`src/rtl/vga_timing_rx_if.sv`:
```
// Sync inputs and recovered timing outputs of the VGA timing receiver.
// The video source drives the syncs; the receiver drives everything else.
interface vga_timing_rx_if;
    logic       hsync_in;
    logic       vsync_in;
    logic [9:0] pixel_x;
    logic [9:0] pixel_y;
    logic       video_active;
    logic       locked;
    logic [9:0] h_total;
    logic [9:0] v_total;
    logic       frame_start;
    logic       sync_error;

    modport master (
        output hsync_in,
        output vsync_in,
        input  pixel_x,
        input  pixel_y,
        input  video_active,
        input  locked,
        input  h_total,
        input  v_total,
        input  frame_start,
        input  sync_error
    );

    modport slave (
        input  hsync_in,
        input  vsync_in,
        output pixel_x,
        output pixel_y,
        output video_active,
        output locked,
        output h_total,
        output v_total,
        output frame_start,
        output sync_error
    );
endinterface

```
`src/rtl/vga_timing_rx.sv`:
```
// VGA timing receiver: measures line/frame periods from the sync pulses,
// recovers the pixel position and declares lock after stable frames.
module vga_timing_rx #(
    parameter int H_ACTIVE     = 640,
    parameter int V_ACTIVE     = 480,
    parameter int H_SYNC_START = 656,
    parameter int V_SYNC_START = 490,
    parameter int LOCK_FRAMES  = 2
) (
    input  logic           clk,
    input  logic           reset,
    vga_timing_rx_if.slave bus
);
    localparam logic [1:0] SEARCH = 2'd0;
    localparam logic [1:0] TRACK  = 2'd1;
    localparam logic [1:0] LOCKED = 2'd2;

    localparam logic [9:0] CMAX   = 10'd1023;
    localparam logic [9:0] HACT   = 10'(H_ACTIVE);
    localparam logic [9:0] VACT   = 10'(V_ACTIVE);
    localparam logic [9:0] HSS    = 10'(H_SYNC_START);
    localparam logic [9:0] VSS    = 10'(V_SYNC_START);
    localparam logic [7:0] LOCK_N = 8'(LOCK_FRAMES);

    logic       h_reg;
    logic       v_reg;
    logic       h_edge;
    logic       v_edge;
    logic [9:0] px;
    logic [9:0] py;
    logic [9:0] h_cnt;
    logic [9:0] l_cnt;
    logic [9:0] h_tot;
    logic [9:0] v_tot;
    logic       frame_ok;
    logic [1:0] state;
    logic [7:0] match_cnt;
    logic       fs;
    logic       serr;
    logic       is_locked;
    logic       h_bad;
    logic       v_bad;
    logic       h_sat;
    logic       l_sat;
    logic       lock_lost;
    logic       frame_good;

    assign h_edge     = h_reg & ~bus.hsync_in;
    assign v_edge     = v_reg & ~bus.vsync_in;
    assign is_locked  = (state == LOCKED);
    assign h_bad      = h_edge && (h_cnt != h_tot);
    assign v_bad      = v_edge && (l_cnt != v_tot);
    // Counters about to hit their ceiling mean a sync pulse went missing.
    assign h_sat      = !h_edge && (h_cnt == CMAX - 10'd1);
    assign l_sat      = h_edge && !v_edge && (l_cnt == CMAX - 10'd1);
    assign lock_lost  = is_locked && (h_bad || v_bad || h_sat || l_sat);
    // The line ending on this V edge must also have the right period.
    assign frame_good = frame_ok && !h_bad;

    assign bus.pixel_x      = px;
    assign bus.pixel_y      = py;
    assign bus.h_total      = h_tot;
    assign bus.v_total      = v_tot;
    assign bus.locked       = is_locked;
    assign bus.frame_start  = fs;
    assign bus.sync_error   = serr;
    assign bus.video_active = is_locked && (px < HACT) && (py < VACT);

    // Previous sync levels for falling-edge detection.
    always_ff @(posedge clk) begin
        if (reset) begin
            h_reg <= 1'b1;
            v_reg <= 1'b1;
        end else begin
            h_reg <= bus.hsync_in;
            v_reg <= bus.vsync_in;
        end
    end

    // Horizontal position: snaps to the sync position, wraps at the line end once locked.
    always_ff @(posedge clk) begin
        if (reset) begin
            px <= '0;
        end else if (h_edge) begin
            px <= HSS;
        end else if (is_locked && px == h_tot - 10'd1) begin
            px <= '0;
        end else if (px != CMAX) begin
            px <= px + 10'd1;
        end
    end

    // Vertical position: V edge wins over a coincident H edge.
    always_ff @(posedge clk) begin
        if (reset) begin
            py <= '0;
        end else if (v_edge) begin
            py <= VSS;
        end else if (h_edge) begin
            if (is_locked && py == v_tot - 10'd1) begin
                py <= '0;
            end else if (py != CMAX) begin
                py <= py + 10'd1;
            end
        end
    end

    // Line period measurement.
    always_ff @(posedge clk) begin
        if (reset) begin
            h_cnt <= '0;
            h_tot <= '0;
        end else if (h_edge) begin
            h_cnt <= 10'd1;
            h_tot <= h_cnt;
        end else if (h_cnt != CMAX) begin
            h_cnt <= h_cnt + 10'd1;
        end
    end

    // Frame length in lines; a coincident H edge is the first line of the new frame.
    always_ff @(posedge clk) begin
        if (reset) begin
            l_cnt <= '0;
            v_tot <= '0;
        end else if (v_edge) begin
            v_tot <= l_cnt;
            l_cnt <= {9'd0, h_edge};
        end else if (h_edge && l_cnt != CMAX) begin
            l_cnt <= l_cnt + 10'd1;
        end
    end

    // Tracks whether every line of the current frame had the expected period.
    always_ff @(posedge clk) begin
        if (reset) begin
            frame_ok <= 1'b0;
        end else if (v_edge) begin
            frame_ok <= 1'b1;
        end else if (h_bad) begin
            frame_ok <= 1'b0;
        end
    end

    // Lock state machine plus the frame_start and sync_error pulses.
    always_ff @(posedge clk) begin
        if (reset) begin
            state     <= SEARCH;
            match_cnt <= '0;
            fs        <= 1'b0;
            serr      <= 1'b0;
        end else begin
            fs   <= v_edge;
            serr <= 1'b0;
            case (state)
                SEARCH: begin
                    if (v_edge) begin
                        state     <= TRACK;
                        match_cnt <= '0;
                    end
                end
                TRACK: begin
                    if (v_edge) begin
                        if (!v_bad && frame_good) begin
                            match_cnt <= match_cnt + 8'd1;
                            if (match_cnt + 8'd1 >= LOCK_N) begin
                                state <= LOCKED;
                            end
                        end else begin
                            match_cnt <= '0;
                        end
                    end
                end
                LOCKED: begin
                    if (lock_lost) begin
                        state     <= SEARCH;
                        match_cnt <= '0;
                        serr      <= 1'b1;
                    end
                end
                default: begin
                    state     <= SEARCH;
                    match_cnt <= '0;
                end
            endcase
        end
    end
endmodule

```
`src/flat_wrapper.sv`:
```
// flat-port wrapper written by rule: the top's interface ports become plain ports
module vga_timing_rx_flat 
#(
    parameter int H_ACTIVE     = 640,
    parameter int V_ACTIVE     = 480,
    parameter int H_SYNC_START = 656,
    parameter int V_SYNC_START = 490,
    parameter int LOCK_FRAMES  = 2
)
  (clk, reset, bus_hsync_in, bus_vsync_in, bus_pixel_x, bus_pixel_y, bus_video_active, bus_locked, bus_h_total, bus_v_total, bus_frame_start, bus_sync_error);
  vga_timing_rx_if bus_i ();
  input  logic clk;
  input  logic reset;
  input wire logic [$bits(bus_i.hsync_in)-1:0] bus_hsync_in;
  input wire logic [$bits(bus_i.vsync_in)-1:0] bus_vsync_in;
  output wire logic [$bits(bus_i.pixel_x)-1:0] bus_pixel_x;
  output wire logic [$bits(bus_i.pixel_y)-1:0] bus_pixel_y;
  output wire logic [$bits(bus_i.video_active)-1:0] bus_video_active;
  output wire logic [$bits(bus_i.locked)-1:0] bus_locked;
  output wire logic [$bits(bus_i.h_total)-1:0] bus_h_total;
  output wire logic [$bits(bus_i.v_total)-1:0] bus_v_total;
  output wire logic [$bits(bus_i.frame_start)-1:0] bus_frame_start;
  output wire logic [$bits(bus_i.sync_error)-1:0] bus_sync_error;
  assign bus_i.hsync_in = bus_hsync_in;
  assign bus_i.vsync_in = bus_vsync_in;
  assign bus_pixel_x = bus_i.pixel_x;
  assign bus_pixel_y = bus_i.pixel_y;
  assign bus_video_active = bus_i.video_active;
  assign bus_locked = bus_i.locked;
  assign bus_h_total = bus_i.h_total;
  assign bus_v_total = bus_i.v_total;
  assign bus_frame_start = bus_i.frame_start;
  assign bus_sync_error = bus_i.sync_error;
  vga_timing_rx #(.H_ACTIVE(H_ACTIVE), .V_ACTIVE(V_ACTIVE), .H_SYNC_START(H_SYNC_START), .V_SYNC_START(V_SYNC_START), .LOCK_FRAMES(LOCK_FRAMES)) u_core (.clk(clk), .reset(reset), .bus(bus_i));
endmodule
```
`config.mk`:
```
export PLATFORM = sky130hd
export DESIGN_NAME = vga_timing_rx_flat
export DESIGN_NICKNAME = d
export VERILOG_FILES = /design/src/rtl/vga_timing_rx_if.sv /design/src/rtl/vga_timing_rx.sv /design/src/flat_wrapper.sv
export SDC_FILE = /design/constraint.sdc
export NUM_CORES = 1
export LEC_CHECK = 0
export CAP_MARGIN = 20
export CORE_ASPECT_RATIO = 0.5
export CORE_MARGIN = 2
export CORE_UTILIZATION = 40
export DETAILED_ROUTE_END_ITERATION = 10
export SLEW_MARGIN = 0
export SYNTH_ARGS = -nofsm -noshare
export SYNTH_HDL_FRONTEND = slang
export SYNTH_SLANG_ARGS = --single-unit
```
`constraint.sdc`:
```
create_clock -name clk -period 2.4 [get_ports clk]
set_clock_uncertainty 0.1 [all_clocks]
set_input_delay 0.48 -clock clk [delete_from_list [all_inputs] [get_ports clk]]
set_output_delay 0.48 -clock clk [all_outputs]
set_load 0.05 [all_outputs]
```
Yosys cells after proc, flatten, opt, wreduce, memory -nomap -nowiden:

Index checks and enable logic that the tools add are counted.

* register bits after elaboration: 75
* input port bits: 4
* word-level logic and storage cells: 110

* add/sub/neg operators: 7
* $lt $le $gt $ge: 3
* equality and inequality tests: 17
* mux-type cells: 25
* bitwise logic cells: 5
* reduce and logical (&&, ||, !) cells: 36

Operators by type and width (count)
* 10-bit 2-to-1 mux: 5
* 10-bit by 1-bit adder with 10-bit output (second input constant): 4
* 10-bit inequality test (second input constant): 4
* 8-bit 2-to-1 mux: 4
* 8-bit case mux with 3 select lines: 1
* 10-bit == test: 2
* 10-bit == test (second input constant): 2
* 10-bit inequality test: 2
* 10-bit by 1-bit subtractor with 10-bit output (second input constant): 2
* 9-bit 2-to-1 mux: 2
* 1-bit logical AND: 13
* 10-bit < comparator (second input constant): 1
* 10-bit by 9-bit < comparator with 1-bit output (second input constant): 1
* 2-bit 2-to-1 mux: 5
* 2-bit nonzero test: 5
* 8-bit by 1-bit adder with 8-bit output (second input constant): 1
* 8-bit by 2-bit >= comparator with 1-bit output (second input constant): 1
* 2-bit by 1-bit inequality test with 1-bit output (second input constant): 4
* 1-bit 2-to-1 mux: 7
* 2-bit case mux with 3 select lines: 1
* 3-bit nonzero test: 2
* 2-bit OR reduction: 3
* 5-bit AND reduction: 1
* 1-bit logical NOT: 4
* 10 further kinds: 16

Depth between registers and ports, before layout:

* word-level depth: 9
* depth in mapped cells: 11
* gate-level depth less buffers: 9

Worst setup path after synthesis:

Ideal clock, no wire load.

* kind: register to output
* start point: register u_core.py[6], in the netlist u_core.bus.pixel_y[6]
* end point: output bus_video_active
* arrival time: 3.428 ns
* data required time: 1.820 ns
* slack: -1.608 ns
* cell stages (with the launch flop): 4
* path buffers: 1
* path through: dfxtp_1 clkbuf_1 and3_1 a2111oi_0

* cells in the longest elaborated chain, start to end: 2

Ends and longest elaborated chain
* start, declared: RTL line vga_timing_rx.sv:30 `logic [9:0] py;`
* start signal, assigned: RTL line vga_timing_rx.sv:103 `py <= py + 10'd1;`
* 10-bit by 9-bit < comparator with 1-bit output: RTL line vga_timing_rx.sv:67 `assign bus.video_active = is_locked && (px < HACT) && (py < VACT);`
* 1-bit logical AND: RTL line vga_timing_rx.sv:67
* end, declared: RTL line flat_wrapper.sv:18 `output wire logic [$bits(bus_i.video_active)-1:0] bus_video_active;`

Every way passes these cells.

Worst setup path in the final report:

* start point: register u_core.v_tot[2], in the netlist u_core.bus.v_total[2]
* end point: register u_core.py[8], in the netlist u_core.bus.pixel_y[8]

* cells in the longest elaborated chain, start to end: 6
* elaborated cells between the ends (all ways): 8
* classes of those cells: add/sub (1); eq/ne (1); mux (3); reduce/logical (3)

Ends and longest elaborated chain
* start, declared: RTL line vga_timing_rx.sv:34 `logic [9:0] v_tot;`
* start signal, assigned: RTL line vga_timing_rx.sv:127 `v_tot <= l_cnt;`
* 10-bit by 1-bit subtractor with 10-bit output *: RTL line vga_timing_rx.sv:100 `if (is_locked && py == v_tot - 10'd1) begin`
* 10-bit == test *: RTL line vga_timing_rx.sv:100
* 1-bit logical AND *: RTL line vga_timing_rx.sv:100
* 10-bit 2-to-1 mux: RTL line vga_timing_rx.sv:100
* 9-bit 2-to-1 mux: RTL line vga_timing_rx.sv:99 `end else if (h_edge) begin`
* 9-bit 2-to-1 mux: RTL line vga_timing_rx.sv:97 `end else if (v_edge) begin`

Mark *: on every way between the ends. The rest lies on a longest branch, timed or not. The select of a mux whose other input is x is not followed.
A chain may end at the register's enable or synchronous reset.

==> metrics <==
Detailed Route WL 11800 um; part of the cycle the worst path needs 97.31%; worst slack, placed -0.07766 ns; Tightest Pin Transition 0.5147 ns; dpl cell area 0.005353 mm^2; P&R area growth vs syn 31.12%; CTS clk-pin slew, worst paths 0.06 ns; Final Max Slew Viols 0; Die Area 0.01195 mm^2; num rows 27; total track usage 20.32%; hold crit path type reg2reg; # DRC 0; NumNets Final 640; DIE WIDTH 152.6 um; number of top-level pins 48; clock sinks 75; initial antenna violation count 0; # port buffers 47; CTS Hold Bufs 0; drt via density 5.309; final instance area 0.005793 mm^2; Die Height 78.32 um; max-cap viol count 0; Post-synth EDFFs 0; Syn Inst Count 552; core region area 0.01088 mm^2; Detail Route Antenna Nets 0; Post-DP HPWL 8564 um; minimum clock period 2.336 ns; Total Power 3.117 mW; crit path DAT 2.45 ns; routed len/inst 15.21 um; fmax 428.2 MHz; worst endpoint required time 2.52 ns; CP Capture Type flip-flop; sequential share of the synthesized area 33.98%; Slew Limit Headroom 65.58%; Final setup viols 0; Mapped Area 0.004418 mm^2; ys async rst share 0%; root buffer cell clkbuf_16; vias 4120; drt pass-1 iters 4; Congestion Overflow GR 0; maximum root-to-sink buffer count 2; Startpoint Class flip-flop; total CTS buffers 9; DRT iter0 DRCs 244; Fin. Hold Viols 0; Final GP Congestion 0.8111; Leak 2.095 nW; initial core utilization 40.61%; Synth Area per Inst 8.004 um^2; final antenna diode count 0; first-pass GRT wire length 19760 um; Primary FF master, synth dfxtp_1; Peak supply drop 346.6 uV; CTS tree built; clock latency on the worst-skew pair 0.34 ns; syn_nets 566; final worst setup slack 0.06445 ns; crit-path max FO 6; unrepaired setup endpoints after global routing yes; FF+latch count, synth 75; largest net degree at the start of global routing 23; status finished, final reports clean; share of cells above drive strength 1 18.86%; vias in the first global route 3832; number of library cell types mapped by synthesis 62; CTS H-tree depth 3; PwrDens 538.0 mW/mm^2; synthesis warning total 0; critical path type reg2reg
==> power by group <==
group / internal [mW] / switching [mW] / total (mW)
clock: 0.805 / 0.550 / 1.35
sequential: 1.27 / 0.0429 / 1.31
combinational: 0.175 / 0.272 / 0.447
total: 2.25 / 0.865 / 3.12
==> layout by cell type, fill, tap and decap left out, types with 19 or more instances in the layout <==
cell	n
nand2_1	69
a21oi_1	38
nor2_1	58
nand4_1	21
nand3_1	19
buf_4	55
dfxtp_1	62
xor2_1	24
xnor2_1	41
clkdlybuf4s50_1	44
==> timing repair <==
item,CTS,global route
setup endpoints to repair,0,19
resized for setup,0,19
buffers inserted,0,6
==> path summary, 6_finish.rpt <==
| path | depth (start not counted) | startpoint | slack (ns) | end |
|---|---|---|---|---|
| worst max-delay path | 7 | u_core.bus.v_total[2]$_SDFFE_PP0P_ | 0.06 | u_core.bus.pixel_y[8]$_SDFFE_PP0P_ |
| worst min-delay path | 2 | u_core.l_cnt[9]$_SDFFE_PP0P_ | 0.40 | u_core.bus.v_total[9]$_SDFFE_PP0P_ |
| worst max register to register | 7 | u_core.bus.v_total[2]$_SDFFE_PP0P_ | 0.06 | u_core.bus.pixel_y[8]$_SDFFE_PP0P_ |
| worst min register to register | 2 | u_core.l_cnt[9]$_SDFFE_PP0P_ | 0.40 | u_core.bus.v_total[9]$_SDFFE_PP0P_ |
==> metal layers <==
layer  wire [um]  vias up  track usage, %  part of all wire (%)
met1        6125     1953           28.23                    52
met3         367       12           4.307                   3.1
met5           0        -               0                     0
met4         136        0           5.185                   1.2
met2        5174       67           32.29                    44
li1            -     2088               -                     -
==> cell usage after synthesis (3+ instances only) <==
cell type	count	area share, %
dfxtp_1	75	34
nand2_1	70	5.9
nor2_1	58	4.9
xnor2_1	42	8.3
a21oi_1	39	4.4
clkbuf_1	30	2.5
xor2_1	24	4.8
nand4_1	21	3.0
nand3_1	19	2.2
o21ai_0	14	1.6
inv_1	13	1.1
nor3_1	11	1.2
and3_1	10	1.4
ha_1	10	2.8
a31oi_1	9	1.3
a211oi_1	8	1.4
nor4_1	7	0.99
and4_1	5	0.99
nand2b_1	5	0.71
nor2b_1	5	0.71
and2_1	4	0.57
o21a_1	4	0.68
o31ai_1	4	0.68
or3_1	4	0.57
a2111oi_0	3	0.59
buf_1	3	0.25
mux2_2	3	0.76
mux2i_1	3	0.68
o2111ai_1	3	0.59
==> kinds of logic after synthesis <==
family | after synthesis | share of synthesized area (%)
buffers and inverters | 50 | 4.645
multiplexers | 6 | 1.444
XOR/XNOR | 67 | 13.59
flip-flops | 75 | 33.98
adder cells (fa/ha/maj) | 10 | 2.832
AO/OA/AOI/OAI | 103 | 15.35
AND/OR/NAND/NOR | 241 | 28.15
==> final cells by class <==
cell class | count | area (um^2)
multi-input cells | 427 | 2864
clock buffers | 10 | 229.0
well taps | 145 | 181.4
flip-flops and latches | 75 | 1530
inverters | 13 | 48.80
repair buffers | 100 | 873.3
clock inverters | 6 | 66.31
fillers | 1038 | 5085
==> critical path, stage by stage (launching register included) <==
cell and delay, ns:
dfxtp_4 0.34, or3_4 0.40, nor3b_4 0.24, mux2_4 0.34, nor4_4 0.30, nand3_4 0.16
a211oi_1 0.27, nor3_1 0.07
==> per-stage QoR <==
step	utilization, %	hold slack (ns)	cells	TNS (ns)
detailed placement	49.21	0.3940	754	-0.2592
global route	53.26	0.4258	776	-0.1990
CTS	51.92	0.4020	770	0
floorplan	-	0.3644	552	0
global placement	49.21	0.3852	754	-0.02991
finish	53.26	0.4041	776	0
Power figures use the tool's default switching activity.
